<file path="src/rtl/wb_arbiter_if.sv">
// Writeback arbiter bus: ALU and LSU result channels (valid/ready),
// register-file write port and idle flag. master = producers/regfile side, slave = arbiter.
interface wb_arbiter_if;
  logic        alu_valid;
  logic        alu_ready;
  logic [4:0]  alu_rd;
  logic [31:0] alu_data;

  logic        lsu_valid;
  logic        lsu_ready;
  logic [4:0]  lsu_rd;
  logic [31:0] lsu_data;
  logic [2:0]  lsu_funct3;

  logic        w_enable;
  logic [4:0]  w_addr;
  logic [31:0] w_data;
  logic        idle;

  modport master (
    output alu_valid, alu_rd, alu_data,
    output lsu_valid, lsu_rd, lsu_data, lsu_funct3,
    input  alu_ready, lsu_ready,
    input  w_enable, w_addr, w_data, idle
  );

  modport slave (
    input  alu_valid, alu_rd, alu_data,
    input  lsu_valid, lsu_rd, lsu_data, lsu_funct3,
    output alu_ready, lsu_ready,
    output w_enable, w_addr, w_data, idle
  );
endinterface

</file>
<file path="src/rtl/wb_arbiter.sv">
// Writeback arbiter: two 2-entry FIFOs (ALU, LSU) drained round-robin into one regfile write port.
// Ports: clk, rst (sync, active-high), rdy (global freeze when 0), bus (wb_arbiter_if.slave).
// Optional: define WB_LOAD_EXT_EN to sign/zero-extend LSU data by lsu_funct3 at acceptance.
module wb_arbiter (
  input  logic        clk,
  input  logic        rst,
  input  logic        rdy,
  wb_arbiter_if.slave bus
);

  typedef enum logic {
    GNT_ALU = 1'b0,
    GNT_LSU = 1'b1
  } gnt_e;

  typedef logic [36:0] ent_t;

  // channel index: 0 = ALU, 1 = LSU
  ent_t        mem_q  [2][2];
  logic        wptr_q [2];
  logic        wptr_d [2];
  logic        rptr_q [2];
  logic        rptr_d [2];
  logic [1:0]  cnt_q  [2];
  logic [1:0]  cnt_d  [2];

  gnt_e        last_q, last_d;
  logic        w_en_q, w_en_d;
  logic [4:0]  w_addr_q, w_addr_d;
  logic [31:0] w_data_q, w_data_d;

  logic [31:0] lsu_data_x;
  ent_t        ent [2];
  ent_t        head;
  logic [1:0]  ne;
  logic [1:0]  full;
  logic [1:0]  push;
  logic [1:0]  pop;
  logic        gnt_v;
  logic        gnt_idx;

`ifdef WB_LOAD_EXT_EN
  always_comb begin
    lsu_data_x = bus.lsu_data;
    unique case (bus.lsu_funct3)
      3'b000:  lsu_data_x = {{24{bus.lsu_data[7]}}, bus.lsu_data[7:0]};
      3'b001:  lsu_data_x = {{16{bus.lsu_data[15]}}, bus.lsu_data[15:0]};
      3'b100:  lsu_data_x = {24'd0, bus.lsu_data[7:0]};
      3'b101:  lsu_data_x = {16'd0, bus.lsu_data[15:0]};
      default: ;
    endcase
  end
`else
  logic unused_funct3;
  assign unused_funct3 = ^bus.lsu_funct3;
  assign lsu_data_x    = bus.lsu_data;
`endif

  assign ne   = {cnt_q[1] != 2'd0, cnt_q[0] != 2'd0};
  assign full = {cnt_q[1] == 2'd2, cnt_q[0] == 2'd2};

  // ready ignores a same-cycle pop on purpose
  assign bus.alu_ready = rdy & ~rst & ~full[0];
  assign bus.lsu_ready = rdy & ~rst & ~full[1];

  // rd=0 completes the handshake but never occupies the FIFO
  assign push[0] = bus.alu_valid & bus.alu_ready & (bus.alu_rd != 5'd0);
  assign push[1] = bus.lsu_valid & bus.lsu_ready & (bus.lsu_rd != 5'd0);

  assign ent[0] = {bus.alu_rd, bus.alu_data};
  assign ent[1] = {bus.lsu_rd, lsu_data_x};

  always_comb begin
    gnt_v   = 1'b0;
    gnt_idx = 1'b0;
    if (rdy) begin
      unique case (1'b1)
        ne[0] & ne[1]: begin
          gnt_v   = 1'b1;
          gnt_idx = (last_q == GNT_ALU);
        end
        ne[0] & ~ne[1]: begin
          gnt_v   = 1'b1;
          gnt_idx = 1'b0;
        end
        ~ne[0] & ne[1]: begin
          gnt_v   = 1'b1;
          gnt_idx = 1'b1;
        end
        default: ;
      endcase
    end
  end

  assign pop  = gnt_v ? (gnt_idx ? 2'b10 : 2'b01) : 2'b00;
  assign head = gnt_idx ? mem_q[1][rptr_q[1]]
                        : mem_q[0][rptr_q[0]];

  always_comb begin
    for (int c = 0; c < 2; c++) begin
      wptr_d[c] = wptr_q[c] ^ push[c];
      rptr_d[c] = rptr_q[c] ^ pop[c];
      cnt_d[c]  = cnt_q[c] + {1'b0, push[c]}
                           - {1'b0, pop[c]};
    end
    last_d   = last_q;
    w_en_d   = w_en_q;
    w_addr_d = w_addr_q;
    w_data_d = w_data_q;
    if (rdy) begin
      w_en_d = gnt_v;
      if (gnt_v) begin
        last_d   = gnt_e'(gnt_idx);
        w_addr_d = head[36:32];
        w_data_d = head[31:0];
      end
    end
  end

  // storage needs no reset: a slot is only read after being written
  always_ff @(posedge clk) begin
    for (int c = 0; c < 2; c++) begin
      if (!rst && push[c]) begin
        mem_q[c][wptr_q[c]] <= ent[c];
      end
    end
  end

  always_ff @(posedge clk) begin
    if (rst) begin
      for (int c = 0; c < 2; c++) begin
        wptr_q[c] <= 1'b0;
        rptr_q[c] <= 1'b0;
        cnt_q[c]  <= 2'd0;
      end
      last_q   <= GNT_ALU;
      w_en_q   <= 1'b0;
      w_addr_q <= 5'd0;
      w_data_q <= 32'd0;
    end else begin
      for (int c = 0; c < 2; c++) begin
        wptr_q[c] <= wptr_d[c];
        rptr_q[c] <= rptr_d[c];
        cnt_q[c]  <= cnt_d[c];
      end
      last_q   <= last_d;
      w_en_q   <= w_en_d;
      w_addr_q <= w_addr_d;
      w_data_q <= w_data_d;
    end
  end

  assign bus.w_enable = w_en_q;
  assign bus.w_addr   = w_addr_q;
  assign bus.w_data   = w_data_q;
  assign bus.idle     = ~ne[0] & ~ne[1] & ~w_en_q;

endmodule
</file>
<file path="src/flat_wrapper.sv">
// flat-port wrapper written by rule: the top's interface ports become plain ports
module wb_arbiter_flat 
  (clk, rst, rdy, bus_alu_valid, bus_alu_rd, bus_alu_data, bus_lsu_valid, bus_lsu_rd, bus_lsu_data, bus_lsu_funct3, bus_alu_ready, bus_lsu_ready, bus_w_enable, bus_w_addr, bus_w_data, bus_idle);
  wb_arbiter_if bus_i ();
  input  logic clk;
  input  logic rst;
  input  logic rdy;
  input wire logic [$bits(bus_i.alu_valid)-1:0] bus_alu_valid;
  input wire logic [$bits(bus_i.alu_rd)-1:0] bus_alu_rd;
  input wire logic [$bits(bus_i.alu_data)-1:0] bus_alu_data;
  input wire logic [$bits(bus_i.lsu_valid)-1:0] bus_lsu_valid;
  input wire logic [$bits(bus_i.lsu_rd)-1:0] bus_lsu_rd;
  input wire logic [$bits(bus_i.lsu_data)-1:0] bus_lsu_data;
  input wire logic [$bits(bus_i.lsu_funct3)-1:0] bus_lsu_funct3;
  output wire logic [$bits(bus_i.alu_ready)-1:0] bus_alu_ready;
  output wire logic [$bits(bus_i.lsu_ready)-1:0] bus_lsu_ready;
  output wire logic [$bits(bus_i.w_enable)-1:0] bus_w_enable;
  output wire logic [$bits(bus_i.w_addr)-1:0] bus_w_addr;
  output wire logic [$bits(bus_i.w_data)-1:0] bus_w_data;
  output wire logic [$bits(bus_i.idle)-1:0] bus_idle;
  assign bus_i.alu_valid = bus_alu_valid;
  assign bus_i.alu_rd = bus_alu_rd;
  assign bus_i.alu_data = bus_alu_data;
  assign bus_i.lsu_valid = bus_lsu_valid;
  assign bus_i.lsu_rd = bus_lsu_rd;
  assign bus_i.lsu_data = bus_lsu_data;
  assign bus_i.lsu_funct3 = bus_lsu_funct3;
  assign bus_alu_ready = bus_i.alu_ready;
  assign bus_lsu_ready = bus_i.lsu_ready;
  assign bus_w_enable = bus_i.w_enable;
  assign bus_w_addr = bus_i.w_addr;
  assign bus_w_data = bus_i.w_data;
  assign bus_idle = bus_i.idle;
  wb_arbiter u_core (.clk(clk), .rst(rst), .rdy(rdy), .bus(bus_i));
endmodule
</file>
<file path="config.mk">
export PLATFORM = sky130hd
export DESIGN_NAME = wb_arbiter_flat
export DESIGN_NICKNAME = d
export VERILOG_FILES = /design/src/rtl/wb_arbiter_if.sv /design/src/rtl/wb_arbiter.sv /design/src/flat_wrapper.sv
export SDC_FILE = /design/constraint.sdc
export NUM_CORES = 1
export LEC_CHECK = 0
export CORE_MARGIN = 5
export CORE_UTILIZATION = 55
export CTS_CLUSTER_DIAMETER = 80
export DETAILED_ROUTE_END_ITERATION = 10
export PLACE_DENSITY = 0.82
export SLEW_MARGIN = 25
export SYNTH_ARGS = -nofsm -noshare
export SYNTH_HDL_FRONTEND = slang
export SYNTH_SLANG_ARGS = --single-unit
</file>
<file path="constraint.sdc">
create_clock -name clk -period 8.7 [get_ports clk]
set_input_delay 1.305 -clock clk [delete_from_list [all_inputs] [get_ports clk]]
set_output_delay 1.305 -clock clk [all_outputs]
set_load 0.01 [all_outputs]
</file>
==> results.json, run 1 <==
{
  "status": "complete, no violations",
  "track_usage_pct": 19.9,
  "p_leak_uw": 0.00307,
  "switchingPower_uw": 670,
  "path_cells": "clkdlybuf4s50_1 > nand3_2 > inv_1 > buf_4 > ha_1 > inv_1 > ha_1 > xnor2_1 > nor2_1",
  "cts_buffer_depth": 2,
  "crit_fanout": 38,
  "cp.required_ps": 9000,
  "start_util_pct": 55.4,
  "drive_gt1_share_pct": 7.82,
  "power.density_nw_per_um2": 268,
  "cts_root_buffer": "clkbuf_16",
  "grt_most_used_layer": "met2",
  "holdBufCountCts": 0,
  "drt_iter0_drc": 229,
  "tightestPinTransition_ps": 1020,
  "routedWlPerCell_um": 19.6,
  "post-cts-setup-buffers": 0,
  "maxCapViolCount": 0,
  "clkPwrFrac_pct": 29.6,
  "start_kind": "input pin",
  "critPathSlowestCell": "inv_1",
  "met3_usage_pct": 6.00,
  "synth.cell_area_sq_um": 7250,
  "finalSetupViolCount": 0,
  "htree_num_levels": 4,
  "num_rows": 42,
  "grt_pass1_wl_um": 23900,
  "core-area_sq_um": 13100,
  "min_path_type": "flip-flop to flip-flop",
  "yosysSeqAreaShare_pct": 74.3,
  "p_int_uw": 1800,
  "min_period_ps": 4470,
  "area_growth_pct": 27.2,
  "final_hold_viol_count": 0,
  "holdWs_ps": 465,
  "maxSlewHeadroom_pct": 31.8,
  "cpLargestDelayFamily": "buffers and inverters",
  "switching_share_pct": 27.1,
  "synth_area_leaders": "edfxtp_1 (61%), dfxtp_1 (13%), mux2i_1 (10%)",
  "yosysWarnings": 0,
  "drt_first_pass_iters": 5,
  "cp_num_buf_inv": 4,
  "critPathCaptureType": "flip-flop",
  "synth_cell_type_count": 27,
  "setup_tns_ps": 0,
  "drc_errors": 0,
  "synthCells": 454,
  "grtUsageMet1_pct": 23.4,
  "antenna_found_initial": 0,
  "clk_latency_ps": 430,
  "fin_nets": 661,
  "routed_wl_um": 15000,
  "ys_ff_latch": 195,
  "grt_pass1_vias": 4560,
  "synth_area_leader_cell": "edfxtp_1",
  "ir_drop_mv": 0.147,
  "viasPerCell": 5.49,
  "n_antenna_cell": 0,
  "port_buffers": 119,
  "clk_pin_slew_ps": 60,
  "drv_slew": 0,
  "fin_worst_skew_ps": 6.34,
  "seq_power_share_pct": 46.6,
  "io_pins": 123,
  "routabilityCongestion": 0.738,
  "combPwrFrac_pct": 23.7,
  "syn-num-nets": 540,
  "cts_inserted_buffers": 17,
  "worstSetupPathType": "input pin to flip-flop",
  "grt_util_met2_pct": 35.1,
  "dieArea_sq_um": 15600,
  "rsz0062_at_grt": "no",
  "grt_max_degree": 39,
  "die_h_um": 125,
  "fmax_mhz": 224,
  "cp.arrival_ps": 4770,
  "synth_area_per_cell_sq_um": 16.0,
  "via_count": 4197,
  "cts_resized": 0,
  "grt-ovfl-total": 0,
  "final.period_utilization_pct": 51.4,
  "die_x_um": 125,
  "post-synth-top-area-fraction_pct": 61.3,
  "postRouteAntennaNets": 0,
  "cts_tree": "done",
  "hpwl_um": 9270,
  "clock-sinks": 195,
  "slowest_delay_ps": 850
}
-- placed cells by master (no fill, tap or decap), types with 3 or more instances in the layout --
| cell | instances |
|---|---|
| mux2i_1 | 76 |
| inv_1 | 6 |
| buf_4 | 3 |
| nand2b_1 | 3 |
| clkbuf_1 | 3 |
| clkinv_2 | 5 |
| ha_1 | 4 |
| edfxtp_1 | 148 |
| nand2_1 | 74 |
| nor2_1 | 6 |
| dfxtp_1 | 45 |
| clkbuf_8 | 3 |
| a21oi_1 | 4 |
| clkdlybuf4s50_1 | 119 |
| xnor2_1 | 4 |
| a32o_1 | 37 |
| clkbuf_16 | 17 |
-- through the flow --
step / instance area, sq um / cells / util [%] / power [uW] / setup WS [ps]
global placement: 8590 / 729 / 65.6 / 1730 / 3840
floorplan: 7250 / 454 / - / 1510 / 4570
global route: 9220 / 764 / 70.5 / 2590 / 3970
finish: 9220 / 764 / 70.5 / 2470 / 4230
detailed placement: 8640 / 731 / 66.0 / 1750 / 3770
CTS: 9190 / 763 / 70.3 / 2480 / 4200
-- worst reg2reg max path, cell delays in order, from the launching register on --
cell	delay, ps
dfxtp_1	360
o21ai_0	260
nand3_2	780
inv_1	850
buf_4	430
ha_1	300
inv_1	60
ha_1	160
xnor2_1	130
nor2_1	60
-- power groups by stage --
stage | Sequential, uW | Combinational, uW | Clock [uW]
floorplan | 1170 | 333 | 0
CTS | 1150 | 585 | 746
global placement | 1170 | 558 | 0
finish | 1150 | 586 | 732
global route | 1160 | 638 | 791
detailed placement | 1170 | 581 | 0
-- cell type report --
cell class | count | area, sq um
Fill cell | 882 | 3860
Inverter | 6 | 22.5
Sequential cell | 195 | 5390
Clock buffer | 23 | 478
Multi-Input combinational cell | 230 | 1750
Tap cell | 176 | 220
Clock inverter | 9 | 78.8
Timing Repair Buffer | 125 | 1290
-- per-layer routing --
layer	wire, um	vias to the layer above
li1	-	1965
met1	5990	2080
met2	7970	129
met3	791	23
met4	224	0
met5	0	-
-- state kept, by name (all words and copies together) (netlist names) --
| signal | count |
|---|---|
| u_core.bus.w_addr | 5 |
| u_core.bus.w_data | 32 |
| u_core.bus.w_enable | 1 |
| u_core.cnt_q | 4 |
| u_core.last_q | 1 |
| u_core.mem_q | 148 |
| u_core.rptr_q | 2 |
| u_core.wptr_q | 2 |
-- synthesized netlist by cell type --
cell,number
a211oi_1,1
a21oi_1,4
a21oi_4,1
a32o_1,37
and2_1,2
buf_1,1
buf_2,15
buf_6,3
clkbuf_1,4
dfxtp_1,47
edfxtp_1,148
ha_1,4
inv_1,6
mux2i_1,76
nand2_1,74
nand2b_1,3
nand3_1,1
nor2_1,7
nor2b_1,4
nor3_1,2
o21ai_0,2
o311a_1,2
or2_4,1
or3_1,2
or3_4,1
xnor2_1,4
xor2_1,2
-- kinds of logic (layout without fill, tap and decap cells) --
group | after synthesis | count (layout) | synth area share [%]
fa+ha+maj | 4 | 4 | 0.690
buf+inv | 29 | 163 | 2.07
flops | 195 | 195 | 74.3
mux | 76 | 76 | 10.5
simple gates | 97 | 97 | 5.63
compound gates | 47 | 47 | 6.13
xor+xnor | 6 | 6 | 0.725
-- path summary, 6_finish.rpt --
check / startpoint / end / slack (ps) / depth (start not counted)
min: u_core.bus.w_data[5] / u_core.bus.w_data[5] / 470 / 1
max: rdy / u_core.cnt_q[0][3] / 4230 / 9
min reg2reg: u_core.bus.w_data[5] / u_core.bus.w_data[5] / 470 / 1
max reg2reg: u_core.cnt_q[0][1] / u_core.cnt_q[0][3] / 5180 / 9
Power figures use the tool's default switching activity.
==> inputs of run 2 (changes only) <==
CORE_UTILIZATION = 53   (was 55)
PLACE_DENSITY = 0.8   (was 0.82)
clock period = 4.4 ns   (was 8.7 ns; I/O delays follow)
==> results.json, run 2 (synthesis results as in run 1) <==
{
  "cp.required_ps": 3740,
  "cpLargestDelayFamily": "buffers and inverters",
  "final.period_utilization_pct": 70.8,
  "cts_root_buffer": "clkbuf_16",
  "clock-sinks": 195,
  "fmax_mhz": 321,
  "drt_first_pass_iters": 5,
  "via_count": 4207,
  "cpMostUsedCell": "clkdlybuf4s50_1",
  "min_path_type": "flip-flop to flip-flop",
  "tightestPinTransition_ps": 1020,
  "critPathCaptureType": "output port",
  "cts_buffer_depth": 2,
  "final_common_cell": "edfxtp_1",
  "num_rows": 42,
  "core-area_sq_um": 13300,
  "fin_nets": 664,
  "setup_tns_ps": 0,
  "start_kind": "input pin",
  "die_h_um": 127,
  "grt_pass1_wl_um": 23000,
  "drive_gt1_share_pct": 7.97,
  "cp.arrival_ps": 2450,
  "drt_iter0_drc": 288,
  "routedWlPerCell_um": 19.4,
  "dieArea_sq_um": 16100,
  "layout_common_cells": "edfxtp_1 (148), clkdlybuf4s50_1 (119), mux2i_1 (76)",
  "worstSetupPathType": "input pin to output port",
  "port_buffers": 119,
  "post-cts-setup-buffers": 0,
  "crit_fanout": 12,
  "maxSlewHeadroom_pct": 32.1,
  "cts_resized": 0,
  "slowest_delay_ps": 640,
  "fin_worst_skew_ps": 4.85,
  "routabilityCongestion": 0.739,
  "min_period_ps": 3110,
  "area_growth_pct": 26.9,
  "hpwl_um": 9530,
  "start_util_pct": 54.3,
  "holdBufCountCts": 0,
  "finalSetupViolCount": 0,
  "final_hold_viol_count": 0,
  "routed_wl_um": 14800,
  "track_usage_pct": 18.9,
  "grt-ovfl-total": 0,
  "antenna_found_initial": 0,
  "drv_slew": 0,
  "maxCapViolCount": 0,
  "io_pins": 123,
  "rsz0062_at_grt": "no",
  "clk_latency_ps": 420,
  "postRouteAntennaNets": 0,
  "drc_errors": 0,
  "largest_reg_flops": 148,
  "critPathSlowestCell": "clkdlybuf4s50_1",
  "power.density_nw_per_um2": 526,
  "grt_max_degree": 39,
  "ir_drop_mv": 0.285,
  "htree_num_levels": 4,
  "power_uw": 4840,
  "p_leak_uw": 0.00306,
  "worst_slack_ps": 1290,
  "cts_inserted_buffers": 17,
  "die_x_um": 127,
  "n_antenna_cell": 0,
  "path_cells": "clkdlybuf4s50_1 > nand2b_1 > a21oi_1 > clkdlybuf4s50_1",
  "pre_cts_ws_ps": 949,
  "cts_tree": "done",
  "clk_pin_slew_ps": 70,
  "grt_pass1_vias": 4402,
  "status": "complete, no violations",
  "viasPerCell": 5.49,
  "cp_num_buf_inv": 2
}
==> run 2: where the power goes <==
part	total (uW)	switching (uW)	internal [uW]
combinational	1100	527	568
sequential	2340	178	2160
clock	1410	610	797
==> run 2: path summary, 6_finish.rpt <==
check	startpoint	endpoint	slack, ps	cells past startpoint
worst max register to register	u_core.cnt_q[0][1]	u_core.bus.w_addr[2]	2260	6
worst max-delay path	rst	bus_lsu_ready	1290	4
worst min-delay path	u_core.bus.w_data[16]	u_core.bus.w_data[16]	470	1
worst min register to register	u_core.bus.w_data[16]	u_core.bus.w_data[16]	470	1
==> run 2: worst register-to-register path: cells and delay by family, from the launching register on <==
kind / cells / cell delay (ps)
flip-flops: 1 / 370
AND/OR/NAND/NOR: 2 / 210
buffers and inverters: 2 / 940
AO/OA/AOI/OAI: 2 / 520
==> run 2: final cells by class <==
type	count	area, sq um
Inverter	6	22.5
Timing Repair Buffer	128	1280
Sequential cell	195	5390
Clock inverter	11	87.6
Multi-Input combinational cell	230	1750
Clock buffer	20	457
Fill cell	934	4150
Tap cell	176	220
==> run 2: per-layer routing <==
metal,up-vias,share of wire [%],GRT usage [%]
li1,1965,-,-
met1,2085,41,23.0
met2,136,51,32.5
met3,21,6.1,4.71
met4,0,1.6,7.13
met5,-,0,0
==> run 2: per-stage QoR <==
stage	cell area, sq um	hold slack, ps	instances	utilization (%)
6_report	9200	465	766	68.9
3_3_place_gp	8630	446	734	64.6
4_1_cts	9200	469	766	68.9
5_1_grt	9200	491	766	68.9
2_1_floorplan	7250	452	454	-
3_5_place_dp	8660	454	735	64.9
==> inputs of run 3 (changes only) <==
CORE_UTILIZATION = 47   (was 53)
PLACE_DENSITY = 0.75   (was 0.8)
clock period = 2.55 ns   (was 4.4 ns; I/O delays follow)
==> results.json, run 3 (synthesis results as in run 1) <==
{
  "maxSlewHeadroom_pct": 61.9,
  "antenna_found_initial": 1,
  "cp_num_cells": 4,
  "n_antenna_cell": 0,
  "layout_common_cells": "edfxtp_1 (148), clkdlybuf4s50_1 (119), mux2i_1 (76)",
  "htree_num_levels": 4,
  "cp.arrival_ps": 2030,
  "placed_cell_area_sq_um": 8840,
  "clk_pin_slew_ps": 70,
  "design_area_sq_um": 9410,
  "fillers": 1131,
  "power.density_nw_per_um2": 908,
  "port_buffers": 119,
  "critPathSlowestCell": "clkdlybuf4s50_1",
  "num_rows": 45,
  "fin_nets": 673,
  "worstSetupPathType": "flip-flop to output port",
  "maxCapViolCount": 0,
  "clock-sinks": 195,
  "die_h_um": 134,
  "die_x_um": 134,
  "io_pins": 123,
  "track_usage_pct": 17.2,
  "path_cells": "or2_4 > or3_4 > nor2_1 > clkdlybuf4s50_1",
  "area_growth_pct": 29.8,
  "postRouteAntennaNets": 0,
  "final_hold_viol_count": 0,
  "routedWlPerCell_um": 19.1,
  "viasPerCell": 5.38,
  "cp.required_ps": 2170,
  "core-area_sq_um": 15100,
  "drive_gt1_share_pct": 10.0,
  "cpLargestDelayFamily": "simple AND/OR/NAND/NOR gates",
  "finalSetupViolCount": 0,
  "p_leak_uw": 0.00313,
  "routed_wl_um": 15100,
  "cts_root_buffer": "clkbuf_16",
  "ir_drop_mv": 0.477,
  "start_kind": "flip-flop",
  "status": "complete, no violations",
  "cts_buffer_depth": 2,
  "post-cts-setup-buffers": 0,
  "grt_pass1_vias": 4522,
  "crit_fanout": 5,
  "rsz0062_at_grt": "no",
  "hpwl_um": 9770,
  "critPathCaptureType": "output port",
  "drv_slew": 0,
  "cp_num_buf_inv": 1,
  "reg2regPathDepth": 5,
  "grt_pass1_wl_um": 23400,
  "start_util_pct": 47.9,
  "drt_iter0_drc": 240,
  "grt_max_degree": 39,
  "fin_worst_skew_ps": 11.3,
  "cts_tree": "done",
  "min_path_type": "flip-flop to flip-flop",
  "clk_latency_ps": 430,
  "final_common_cell": "edfxtp_1",
  "via_count": 4236,
  "routabilityCongestion": 0.720,
  "dieArea_sq_um": 18000,
  "min_period_ps": 2420,
  "setup_tns_ps": 0,
  "final.period_utilization_pct": 94.7,
  "cts_resized": 0,
  "largest_reg_flops": 148,
  "holdBufCountCts": 0,
  "cts_inserted_buffers": 17,
  "grt-ovfl-total": 0,
  "fmax_mhz": 414,
  "drt_first_pass_iters": 4,
  "tightestPinTransition_ps": 570,
  "slowest_delay_ps": 540,
  "hold_depth": 1,
  "drc_errors": 0
}
==> run 3: worst register-to-register path, delay by kind of cell, from the launching register on <==
family | cells | cell delay (ps)
DFF | 1 | 350
and+or+nand+nor | 2 | 630
buffers and inverters | 1 | 250
AOI/OAI and AO/OA | 2 | 660
==> run 3: per-layer routing <==
layer,vias to the layer above,part of all wire [%],track usage [%]
met5,-,0.060,0
met4,2,1.3,5.20
met1,2101,41,19.9
met3,21,5.2,5.36
met2,114,53,30.6
li1,1998,-,-
==> run 3: path summary, 6_finish.rpt <==
path,slack [ps],start,endpoint
setup / recovery,130,u_core.cnt_q[0][3],bus_idle
hold / removal,470,u_core.bus.w_data[27],u_core.bus.w_data[27]
setup reg to reg,610,u_core.cnt_q[0][3],u_core.bus.w_data[20]
hold reg to reg,470,u_core.bus.w_data[27],u_core.bus.w_data[27]
==> run 3: per-stage QoR <==
stage | cells | setup slack, ps | utilization [%] | total power, uW | hold WS, ps
6_report | 788 | 135 | 62.2 | 8540 | 466
2_1_floorplan | 454 | 36.1 | - | 5140 | 462
3_3_place_gp | 756 | 245 | 58.4 | 6010 | 446
4_1_cts | 788 | 100 | 62.2 | 8640 | 472
5_1_grt | 788 | 47.9 | 62.2 | 8930 | 500
3_5_place_dp | 756 | 229 | 58.4 | 6080 | 456
==> run 3: report_power, final <==
part / switching, uW / internal, uW / total, uW
logic: 988 / 1040 / 2030
clock network: 1200 / 1370 / 2570
registers: 225 / 3730 / 3950
total: 2410 / 6130 / 8540
==> run 3: layout make-up <==
class / instances / area, sq um / area share (%)
repair buffers: 137 / 1450 / 15.4
clock buffers: 17 / 425 / 4.52
clock inverters: 15 / 146 / 1.56
flip-flops and latches: 195 / 5390 / 57.2
inverters: 6 / 22.5 / 0.239
multi-input cells: 230 / 1750 / 18.5
well taps: 188 / 235 / 2.50
